[config.mk]
export PLATFORM = sky130hd
export DESIGN_NAME = elevator_scheduler
export DESIGN_NICKNAME = d
export VERILOG_FILES = /design/src/rtl/elevator_pkg.sv /design/src/rtl/elevator_timer.sv /design/src/rtl/elevator_scheduler.sv
export SDC_FILE = /design/constraint.sdc
export NUM_CORES = 1
export LEC_CHECK = 0
export CORE_ASPECT_RATIO = 1.2
export CORE_MARGIN = 5
export CORE_UTILIZATION = 45
export DETAILED_ROUTE_END_ITERATION = 8
export HOLD_SLACK_MARGIN = 0.05
export PLACE_DENSITY = 0.65
export SLEW_MARGIN = 20
export SYNTH_ARGS = -nofsm -noshare
export SYNTH_HDL_FRONTEND = slang
export SYNTH_SLANG_ARGS = --single-unit
export TNS_END_PERCENT = 10
[constraint.sdc]
create_clock -name clk -period 6.8 [get_ports clk]
set_clock_uncertainty 0.2 [all_clocks]
set_input_delay 1.36 -clock clk [delete_from_list [all_inputs] [get_ports clk]]
set_output_delay 1.36 -clock clk [all_outputs]
set_load 0.01 [all_outputs]
[src/rtl/elevator_pkg.sv]
// Shared types and constants for the elevator scheduler slice.
package elevator_pkg;

  localparam int unsigned FLOOR_W               = 3;
  localparam int unsigned TIMER_W               = 16;
  localparam int unsigned DEFAULT_TRAVEL_CYCLES = 16;
  localparam int unsigned DEFAULT_DOOR_CYCLES   = 32;

  typedef enum logic [2:0] {
    ST_IDLE   = 3'd0,
    ST_MOVE   = 3'd1,
    ST_ARRIVE = 3'd2,
    ST_DOOR   = 3'd3,
    ST_CLEAR  = 3'd4,
    ST_SETTLE = 3'd5
  } state_t;

endpackage

[src/rtl/elevator_timer.sv]
// Load/count-down timer shared by the travel and door phases.
// done pulses for one cycle when a loaded count has run down to zero.
module elevator_timer
  import elevator_pkg::*;
(
  input  logic               clk,
  input  logic               reset_n,
  input  logic               load,
  input  logic [TIMER_W-1:0] value,
  output logic               done
);

  logic [TIMER_W-1:0] count;
  logic               running;

  always_ff @(posedge clk or negedge reset_n) begin
    if (!reset_n) begin
      count   <= '0;
      running <= 1'b0;
    end else if (load) begin
      count   <= value;
      running <= 1'b1;
    end else if (running) begin
      if (count == '0) begin
        running <= 1'b0;
      end else begin
        count <= count - 1'b1;
      end
    end
  end

  assign done = running && (count == '0);

endmodule

[src/rtl/elevator_scheduler.sv]
// SCAN-order elevator car controller driving an external request queue.
// Serves requests ahead of the car before reversing; clears each served floor.
module elevator_scheduler
  import elevator_pkg::*;
#(
  parameter int unsigned FLOOR_COUNT   = 7,
  parameter int unsigned TRAVEL_CYCLES = DEFAULT_TRAVEL_CYCLES,
  parameter int unsigned DOOR_CYCLES   = DEFAULT_DOOR_CYCLES
) (
  input  logic                   clk,
  input  logic                   reset_n,
  input  logic [FLOOR_COUNT-1:0] queue_status,
  output logic                   q_r_nwr,
  output logic                   q_deassert_floor,
  output logic [FLOOR_W-1:0]     q_requested_floor,
  output logic [FLOOR_W-1:0]     current_floor,
  output logic                   direction,
  output logic                   moving,
  output logic                   door_open
);

  localparam logic [FLOOR_W-1:0] TOP_FLOOR = FLOOR_W'(FLOOR_COUNT - 1);
  // The timer load is registered, so the first cycle of a phase is the load
  // cycle; loading N-2 makes the phase last exactly N cycles (N >= 2).
  localparam logic [TIMER_W-1:0] MOVE_LOAD = TIMER_W'(TRAVEL_CYCLES - 2);
  localparam logic [TIMER_W-1:0] DOOR_LOAD = TIMER_W'(DOOR_CYCLES - 2);

  state_t             state;
  logic               timer_load;
  logic [TIMER_W-1:0] timer_value;
  logic               timer_done;
  logic               req_here;
  logic               req_above;
  logic               req_below;
  logic               req_ahead;
  logic [31:0]        cur_idx;

  assign cur_idx   = 32'(current_floor);
  assign req_ahead = direction ? req_above : req_below;

  always_comb begin
    req_here  = 1'b0;
    req_above = 1'b0;
    req_below = 1'b0;
    for (int unsigned i = 0; i < FLOOR_COUNT; i++) begin
      if (queue_status[i]) begin
        if (i == cur_idx) begin
          req_here = 1'b1;
        end else if (i > cur_idx) begin
          req_above = 1'b1;
        end else begin
          req_below = 1'b1;
        end
      end
    end
  end

  elevator_timer u_timer (
    .clk     (clk),
    .reset_n (reset_n),
    .load    (timer_load),
    .value   (timer_value),
    .done    (timer_done)
  );

  always_ff @(posedge clk or negedge reset_n) begin
    if (!reset_n) begin
      state             <= ST_IDLE;
      current_floor     <= '0;
      direction         <= 1'b1;
      moving            <= 1'b0;
      door_open         <= 1'b0;
      q_r_nwr           <= 1'b1;
      q_deassert_floor  <= 1'b0;
      q_requested_floor <= '0;
      timer_load        <= 1'b0;
      timer_value       <= '0;
    end else begin
      timer_load <= 1'b0;
      case (state)
        ST_IDLE: begin
          if (req_here) begin
            state       <= ST_DOOR;
            door_open   <= 1'b1;
            timer_load  <= 1'b1;
            timer_value <= DOOR_LOAD;
          end else if (req_above && (direction || !req_below)) begin
            state       <= ST_MOVE;
            direction   <= 1'b1;
            moving      <= 1'b1;
            timer_load  <= 1'b1;
            timer_value <= MOVE_LOAD;
          end else if (req_below) begin
            state       <= ST_MOVE;
            direction   <= 1'b0;
            moving      <= 1'b1;
            timer_load  <= 1'b1;
            timer_value <= MOVE_LOAD;
          end
        end

        ST_MOVE: begin
          if (timer_done) begin
            state  <= ST_ARRIVE;
            moving <= 1'b0;
            if (direction && (current_floor != TOP_FLOOR)) begin
              current_floor <= current_floor + 1'b1;
            end else if (!direction && (current_floor != '0)) begin
              current_floor <= current_floor - 1'b1;
            end
          end
        end

        ST_ARRIVE: begin
          // Only continues in the current direction; reversal is left to IDLE.
          if (req_here) begin
            state       <= ST_DOOR;
            door_open   <= 1'b1;
            timer_load  <= 1'b1;
            timer_value <= DOOR_LOAD;
          end else if (req_ahead) begin
            state       <= ST_MOVE;
            moving      <= 1'b1;
            timer_load  <= 1'b1;
            timer_value <= MOVE_LOAD;
          end else begin
            state <= ST_IDLE;
          end
        end

        ST_DOOR: begin
          if (timer_done) begin
            state             <= ST_CLEAR;
            door_open         <= 1'b0;
            q_r_nwr           <= 1'b0;
            q_deassert_floor  <= 1'b1;
            q_requested_floor <= current_floor;
          end
        end

        ST_CLEAR: begin
          state            <= ST_SETTLE;
          q_r_nwr          <= 1'b1;
          q_deassert_floor <= 1'b0;
        end

        ST_SETTLE: begin
          state <= ST_IDLE;
        end

        default: begin
          state <= ST_IDLE;
        end
      endcase
    end
  end

endmodule

After elaboration in Yosys (flattened, before gate mapping)
Index checks and enable logic that the tools add are counted.

storage, ports and cells
  flip-flop bits (word level) = 48
  bits in latches = 0
  RAM bits = 0
  bits in read-only memories = 0
  input bits = 9
  output and inout bits = 11
  logic and storage cells = 171
  memories kept = 0

operators by class
  $add $sub $neg = 3
  multipliers = 0
  divide/modulo/power cells = 0
  order comparisons = 7
  eq/ne operators = 21
  shift operators = 0
  multiplexer cells = 99
  bitwise logic cells = 1
  reduce and logical (&&, ||, !) cells = 28

operator list
  kind                     count
  $mux W16                 8
  $mux W1                  76
  $logic_not A32 Y1        1
  $pmux W16 S2             1
  $mux W3                  7
  $logic_not A16 Y1        1
  $sub A16 B1 Y16 const B  1
  $pmux W3 S5              1
  $reduce_and A3 Y1        5
  $ne A2 B2 Y1 const B     6
  $reduce_bool A2 Y1       6
  $eq A3 B3 Y1 const A     3
  $gt A3 B3 Y1 const A     3
  $ne A3 B3 Y1 const B     3
  $pmux W1 S2              4
  $eq A2 B3 Y1 const A     2
  $eq A3 B2 Y1 const B     2
  $gt A1 B3 Y1 const A     2
  $gt A2 B3 Y1 const A     2
  $reduce_and A2 Y1        3
  $reduce_and A6 Y1        1
  $reduce_bool A3 Y1       2
  $logic_and A1 B1 Y1      4
  $ne A4 B4 Y1 const B     1
  13 further kinds         14

Longest topological paths before layout
Gate-level depths: netlist of the first run.

  word-level depth = 28
  depth in mapped cells = 9
  depth with buffers taken out = 8

By module
Synthesis of the first run repeated with hierarchy kept, for this count alone.

second synthesis, totals
  cell total of the unflattened synthesis = 247
  area total of the unflattened synthesis = 2197.1 µm²

modules (own cells, without submodules)
  module              instances  cells each  area each (µm²)  sequential area each (µm²)
  elevator_scheduler  1          119         1124.8           427.9
  elevator_timer      1          128         1072.3           425.4

Least setup slack after synthesis of the first run
No wires, ideal clock.

  kind = in2reg
  from = input port queue_status[0]
  to = register timer_value[4]
  library setup time = 0.118 ns
  data arrival time = 2.460 ns
  required time = 6.482 ns
  path slack = 4.022 ns
  stages on the path = 6
  path buffers = 0
  path through = nand2b_1 a2111o_1 o2111ai_1 nand3b_1 o2111ai_1 a21o_1

between the ends
  longest elaborated chain between the ends = 25
  elaborated cells between the ends (all ways) = 62
  classes of those cells = 2 x eq/ne; 56 x mux; 4 x reduce/logical

RTL lines
  element               line                      source
  start, declared       elevator_scheduler.sv:12  input logic [FLOOR_COUNT-1:0] queue_status,
  $mux W1               elevator_scheduler.sv:46  if (queue_status[i]) begin
  $mux W1               elevator_scheduler.sv:49  end else if (i > cur_idx) begin
  $mux W1               elevator_scheduler.sv:47  if (i == cur_idx) begin
  $mux W1               elevator_scheduler.sv:46
  $mux W1               elevator_scheduler.sv:49
  $mux W1               elevator_scheduler.sv:47
  $mux W1               elevator_scheduler.sv:46
  $mux W1               elevator_scheduler.sv:49
  (+9 left out)         --
  $mux W1               elevator_scheduler.sv:47
  $mux W1               elevator_scheduler.sv:46
  $logic_not A1 Y1      elevator_scheduler.sv:87  end else if (req_above && (direction || !req_below)) begin
  $logic_or A1 B1 Y1    elevator_scheduler.sv:87
  $logic_and A1 B1 Y1   elevator_scheduler.sv:87
  $mux W16              elevator_scheduler.sv:87
  $mux W16              elevator_scheduler.sv:82  if (req_here) begin
  $pmux W16 S2          elevator_scheduler.sv:80  case (state)
  end signal, assigned  elevator_scheduler.sv:77  timer_value <= '0;
  end signal, assigned  elevator_scheduler.sv:86  timer_value <= DOOR_LOAD;
  end signal, assigned  elevator_scheduler.sv:92  timer_value <= MOVE_LOAD;
  end, declared         elevator_scheduler.sv:30  logic [TIMER_W-1:0] timer_value;

Parallel ways exist; a longest one is shown, timed or not.
A chain may end at the register's enable or synchronous reset.

Final worst setup path of the first run
Same ends and word-level chain as after synthesis.

==> results of run 1 <==
==> stage by stage <==
step	hold WS (ns)	total power [µW]	instances	worst slack, ns	utilization
3_3_place_gp	0.262	750	282	3.44	0.517
6_report	0.275	902	290	3.68	0.540
5_1_grt	0.309	983	290	3.58	0.540
4_1_cts	0.280	915	290	3.69	0.540
2_1_floorplan	0.250	644	214	4.02	-
3_5_place_dp	0.266	755	282	3.38	0.517
==> per-layer routing <==
layer / routed length, µm / GRT usage
met1: 1710 / 0.167
met2: 2060 / 0.275
met3: 131 / 0.0387
met4: 47 / 0.0651
met5: 0 / 0
==> placed cells by master, fill, tap and decap left out, types with 3 or more instances in the layout <==
| cell | n |
|---|---|
| or4_4 | 3 |
| clkbuf_8 | 6 |
| nor2b_1 | 4 |
| nand2_1 | 22 |
| nor2_1 | 26 |
| ha_1 | 6 |
| o21ai_0 | 5 |
| xnor2_1 | 12 |
| a21oi_1 | 13 |
| o21ai_1 | 15 |
| nor3_1 | 3 |
| clkdlybuf4s50_1 | 19 |
| or3_1 | 3 |
| nand2b_1 | 8 |
| nand3_1 | 4 |
| inv_1 | 7 |
| dfrtp_1 | 32 |
==> flip-flops by register name, indices dropped and copies added (netlist names) <==
| signal | cells |
|---|---|
| moving | 1 |
| u_timer.running | 1 |
| timer_value | 2 |
| q_r_nwr | 1 |
| u_timer.count | 16 |
| current_floor | 3 |
| state | 3 |
| door_open | 1 |
| timer_load | 1 |
| q_requested_floor | 3 |
| direction | 1 |
| q_deassert_floor | 1 |
==> worst paths after layout <==
path | from | endpoint
setup / recovery | queue_status[0] | timer_value[4]
hold / removal | timer_value[4] | timer_value[4]
setup reg to reg | current_floor[1] | timer_value[4]
hold reg to reg | timer_value[4] | timer_value[4]
max in group asynchronous | reset_n | q_r_nwr
min in group asynchronous | reset_n | u_timer.count[6]
==> power groups by stage <==
stage	Clock (µW)	Sequential, µW	Combinational, µW
2_1_floorplan	0	333	312
3_3_place_gp	0	381	369
3_5_place_dp	0	382	374
4_1_cts	161	379	375
5_1_grt	172	394	418
6_report	153	378	371
==> cell usage after synthesis (2+ instances only) <==
master,count
dfrtp_1,32
nor2_1,26
nand2_1,22
o21ai_1,15
a21oi_1,13
xnor2_1,12
nand2b_1,8
clkbuf_1,7
inv_1,7
ha_1,6
o21ai_0,5
nand3_1,4
nor2b_1,4
nor3_1,3
or3_1,3
or4_4,3
a21o_1,2
a22oi_1,2
a31oi_1,2
dfstp_2,2
mux2i_1,2
nor4_1,2
nor4b_1,2
o2111ai_1,2
o211ai_1,2
o21a_1,2
o41ai_1,2
xor2_1,2
==> worst register-to-register path, stage by stage, from the launching register on <==
cell	delay, ns
dfrtp_1	0.59
inv_1	0.20
ha_1	0.31
nand2b_1	0.19
a2111o_1	0.40
o2111ai_1	0.15
nand3b_1	0.20
o2111ai_1	0.19
a21o_1	0.21
==> kinds of logic (layout without fill, tap and decap cells) <==
logic type / Yosys count / after routing / synth area share
xor+xnor: 14 / 14 / 0.0629
fa+ha+maj: 6 / 6 / 0.0385
simple gates: 89 / 89 / 0.250
buf+inv: 15 / 35 / 0.0289
flops: 34 / 34 / 0.437
mux: 3 / 3 / 0.0160
compound gates: 53 / 53 / 0.167
==> final cells by class <==
type,instances,area (µm²),share of cell area
clock inverter,2,12.5,0.00548
multi-input combinational,165,1040,0.456
sequential,34,853,0.374
inverter,7,26.3,0.0115
clock buffer,6,82.6,0.0362
timing repair buffer,20,198,0.0866
tap,56,70.1,0.0307
==> results list, run 1 <==
- The flow ran to the end, and the final reports show no timing, DRC or antenna violations.
* Tmin final: 3.12 ns
* Top Ports: 20
- RSZ-0062 raised after global routing: no
- The number of antenna violations at the first check in global routing came to 0.
- Global-route wire length before repair: 6870 µm
- NumNets Final: 248
* DIE WIDTH: 70.1 µm
- The slowest stage of the critical path belongs to the cell clkdlybuf4s50_1.
* Post-CTS setup repair buffer count: 0
* Top_reg_cell synth: dfrtp_1
* Port Buffer Count: 19
* Count of cells along the worst register-to-register path: 8
* Worst Max-Slew Pin Slew: 0.602 ns
* RePlAce Congestion: 0.847
- Pin count of the biggest net entering global routing: 35
- The worst setup path is launched from an input port.
- Across all layers, the routed design uses 1554 vias.
- The floorplan has 26 rows.
- The H-tree generated during clock tree synthesis spans 2 levels.
- For this configuration, the core starts out at a cell density of 0.461.
- The longest clock path from root to sink contains 2 buffers.
- The die covers 5760 µm².
* Setup violators final: 0
- Layout area overhead: 17.1%
- The synthesized design contains 0 enable-type register cells.
- Switching portion of total power: 0.399
- Synth warn: 0
- Std-Cell Core Area: 4230 µm²
- Cell-internal power: 542 µW
* Die boundary height: 82.1 µm
* Total routing usage reported by global routing: 0.151
- In this run the tightest slew margin relative to its limit is 0.599.
* Fraction of power consumed by combinational cells: 0.411
- P per Cell Area: 395 nW/µm²
- Max FO, Critical Path: 4
* Hold depth: 1
* Most frequent cell on the critical path: o2111ai_1
- After routing, the total negative slack on setup checks comes to 0 ns.
- Maximum vdd drop: 0.166 mV
* Final non-filler cell area: 2280 µm²
- Crit path arrival time: 3.09 ns
- HPWL after detailed placement: 2880 µm
- Of the synthesized area, sequential elements account for 0.437.
- The repair_antennas step left the layout with diodes totalling 0.
* Leading cell types by total area after synthesis: dfrtp_1 41%, xnor2_1 5.4%, nor2_1 5.0%, nand2_1 4.2%, ha_1 3.8%
- Wires add up to 3940 µm.
- Synth Area per Inst: 9.12 µm²
- Post-DR wirelength/cell: 13.6 µm
* R2R setup slack: 4.06 ns
* Post-synth net total: 229
- Number of max-capacitance violations reported: 0
- Top-area cell type share of the netlist area: 0.411
* Worst path bufs/invs: 1
- Pre-antenna DRT Iters: 4
- After global routing the overflow that remains totals 0.
* Data required time at the worst endpoint: 6.77 ns
* Drt initial violations: 79
- Worst-path cell chain: clkdlybuf4s50_1 -> nand2b_1 -> a2111o_1 -> o2111ai_1 -> nand3b_1 -> o2111ai_1 -> a21o_1
- After synthesis the netlist holds a flip-flop and latch count of 34.
- Type of the setup path with the least slack: in2reg
- For this run, the slowest stage of the critical path takes 0.50 ns.
- Post-cts sizing count: 0
- Final worst path period share: 0.458
- The cell family contributing the most delay on the critical path is compound AO/OA/AOI/OAI gates.
- Of all flip-flops after synthesis, the portion carrying an async set or reset was 1.00.
- Leakage power summed over all cells: 0.000917 µW
- CTS Root Cell: clkbuf_8
- The number of hold violations in the final report came to 0.
* Remaining number of nets flagged by the antenna check after routing: 0
* Clock buffers created by TritonCTS: 5
- Ratio of routed vias to standard cells: 5.36
- Area of the mapped netlist: 1950 µm²
- TritonCTS clock tree: built
- After clock tree synthesis, the clock-pin slew on the worst setup and hold paths is 0.06 ns.
* Type of the most critical hold path: reg2reg
- Number of fillers in the final layout: 390
* Max-slew violation total from the final report: 0
- In the final layout, the share of cells above drive strength 1 is 0.0897.
* Insertion delay of the later-clocked pin in the worst-skew pair: 0.29 ns
- Clock share of power: 0.170
- Of all cell types, the one taking the most synthesized area is dfrtp_1.
- The critical path runs through a total of 7 cells.
* Placed standard-cell area: 2190 µm²
- Vias in the first global route: 1532
- Post-route DRC violation count: 0
* Cell variety after synth: 48
- Counting every sink on the clock net gives 34.
- Cell count after synthesis: 214
* Achievable Freq: 321 MHz
- For this design the total switching power over the nets is 360 µW.
- Nature of the critical path endpoint: flop
- Of the total power, registers draw 0.419.
- Cts-stage hold buffer count: 0
Note: power is estimated with default switching activity, not from simulation.
==> inputs of run 2 (changes only) <==
==> constraint.sdc (replaced) <==
create_clock -name clk -period 2.9 [get_ports clk]
set_clock_uncertainty 0.2 [all_clocks]
set_input_delay 0.58 -clock clk [delete_from_list [all_inputs] [get_ports clk]]
set_output_delay 0.58 -clock clk [all_outputs]
set_load 0.01 [all_outputs]
==> run 2 against run 1 <==
Net effect: clock-buffer cell count up 1; critical endpoint is now q_requested_floor[2]; wire length down 1.3%; core utilization grew 0.27 points.
==> results list, run 2 (same netlist as run 1, synthesis figures left out) <==
* Critical Path Start Type: flop
- The root buffer cell chosen for the clock tree is clkbuf_8.
- In the layout the commonest cells are 32 x dfrtp_1, 26 x nor2_1, 22 x nand2_1.
- No sink is reached through more buffers than the 2 on the longest clock path.
- Number of fillers in the final layout: 402
* Clock transition time at the flip-flop clock pins of the worst setup and hold paths: 0.07 ns
* Type of the setup path with the least slack: reg2reg
* Pre-CTS setup slack: 0.238 ns
* Clock buffers created by TritonCTS: 5
- Setup tns final: 0 ns
- Dividing the detail-routed via count by the number of cells gives 5.35.
- TritonCTS clock tree: built
* Initial antenna violation count: 0
* Type of the most critical hold path: reg2reg
- Least setup slack across all paths after layout: 0.246 ns
- Data required time at the worst endpoint: 2.86 ns
- In the routed design, unresolved DRC markers number 0.
- Maximum vdd drop: 0.404 mV
* Final core occ: 0.543
- Drt initial violations: 69
- The smallest clock period supported by the final layout is computed as 2.65 ns.
- The analysis attributes to cell leakage a power of 0.000929 µW.
- Of the available clock period, the critical path in the final layout requires 0.915.
* Top Ports: 20
* Cts-stage hold buffer count: 0
- Row Count: 26
- Pre-antenna DRT Iters: 4
- The die is 82.1 µm tall.
- Diodes inserted: 0
- Measured along the x axis, the die boundary spans 70.1 µm.
- Post-DR wirelength/cell: 13.3 µm
* Largest reg by FF count: u_timer.count
- For the pin with the worst max-slew slack, the measured transition is 0.585 ns.
* Insertion delay of the later-clocked pin in the worst-skew pair: 0.28 ns
- The first global-routing pass estimated 6810 µm of wire.
- The core region is 4230 µm².
- Data arrives at the worst endpoint at 2.62 ns.
* Layout area overhead: 17.6%
* Total count of hold-check failures in the final report: 0
- Count of clock tree sinks: 34
- The floorplan step defined a die boundary enclosing 5760 µm².
- Global routing finished with a remaining overflow of 0.
- Across the run, the number of max-cap violations was 0.
- Once detailed placement completed, the half-perimeter wirelength came to 2870 µm.
* Nature of the critical path endpoint: flop
- Of all nets on the critical path, the largest fanout is 7.
* Worst max-slew margin expressed relative to the limit: 0.610
- In the final layout, the share of cells above drive strength 1 is 0.0932.
- Remaining number of nets flagged by the antenna check after routing: 0
- P per Cell Area: 922 nW/µm²
* Vias in the first global route: 1518
- Entering global routing, the biggest net connects 35 pins.
* Setup violators final: 0
* Status: finished clean
- At the end of routability-driven placement, the weighted congestion stood at 0.820.
- Detailed routing inserted a total of 1561 vias.
* Port Buffer Count: 19
* NumNets Final: 250
- Initial core utilization: 0.461
- Number of levels the H-tree was split into: 2
* RSZ-0062 raised after global routing: no
- The final number of max-transition violations is 0.
* Total routing usage reported by global routing: 0.148
- Total detailed-routing wirelength: 3890 µm
- Once the clock tree was built, the setup fixing pass inserted 0 buffers.
- Once the clock tree was built, the resizer swapped 0 gates to a different size.
- Most common library cell in the layout ignoring fill and taps: dfrtp_1
- Max reg flops: 16
- Based on the critical path, the design can be clocked at up to 377 MHz.
## run 2: changes by cell type in the layout (fill, tap and decap cells not counted), sizes merged
cell	delta
buf	+2
clkbuf	+1
clkinvlp	-1
## run 2: power by group
group / total, µW / internal [µW] / switching [µW]
clock network: 353 / 191 / 161
logic: 898 / 450 / 448
registers: 866 / 641 / 225
total: 2120 / 1280 / 835
## run 2: cell type report
class,count,area [µm²],area share
Tap cell,56,70.1,0.0305
Clock inverter,1,5.00,0.00218
Timing Repair Buffer,22,213,0.0927
Sequential cell,34,853,0.372
Multi-Input combinational cell,165,1040,0.454
Inverter,7,26.3,0.0115
Clock buffer,7,86.3,0.0376
## run 2: worst paths after layout
check	from	endpoint	slack [ns]	depth (start not counted)
worst min register to register	door_open	door_open	0.28	1
worst min-delay path	door_open	door_open	0.28	1
max in group asynchronous	reset_n	q_r_nwr	1.66	2
worst max register to register	u_timer.count[11]	q_requested_floor[2]	0.25	5
worst max-delay path	u_timer.count[11]	q_requested_floor[2]	0.25	5
min in group asynchronous	reset_n	u_timer.count[1]	0.50	2
## run 2: worst max-delay path: stages, from the launching register on
cell and delay [ns]:
dfrtp_1 0.41, or4_4 0.55, or4b_4 0.56, nor2_4 0.22
nand4_2 0.22, mux2_1 0.37
## run 2: per-layer routing
layer	vias up	wire length [µm]	global-route usage
met1	728	1720	0.175
met5	-	0	0
li1	803	-	-
met4	0	29	0.0613
met2	26	2020	0.264
met3	4	123	0.0327
## run 2: metrics by stage
| step | total power (µW) | hold WS [ns] | instances | cell area [µm²] |
|---|---|---|---|---|
| 2_1_floorplan | 1510 | 0.0844 | 214 | 1950 |
| 3_3_place_gp | 1760 | 0.262 | 284 | 2200 |
| 3_5_place_dp | 1780 | 0.266 | 284 | 2200 |
| 4_1_cts | 2150 | 0.281 | 292 | 2290 |
| 5_1_grt | 2310 | 0.305 | 292 | 2290 |
| 6_report | 2120 | 0.276 | 292 | 2290 |
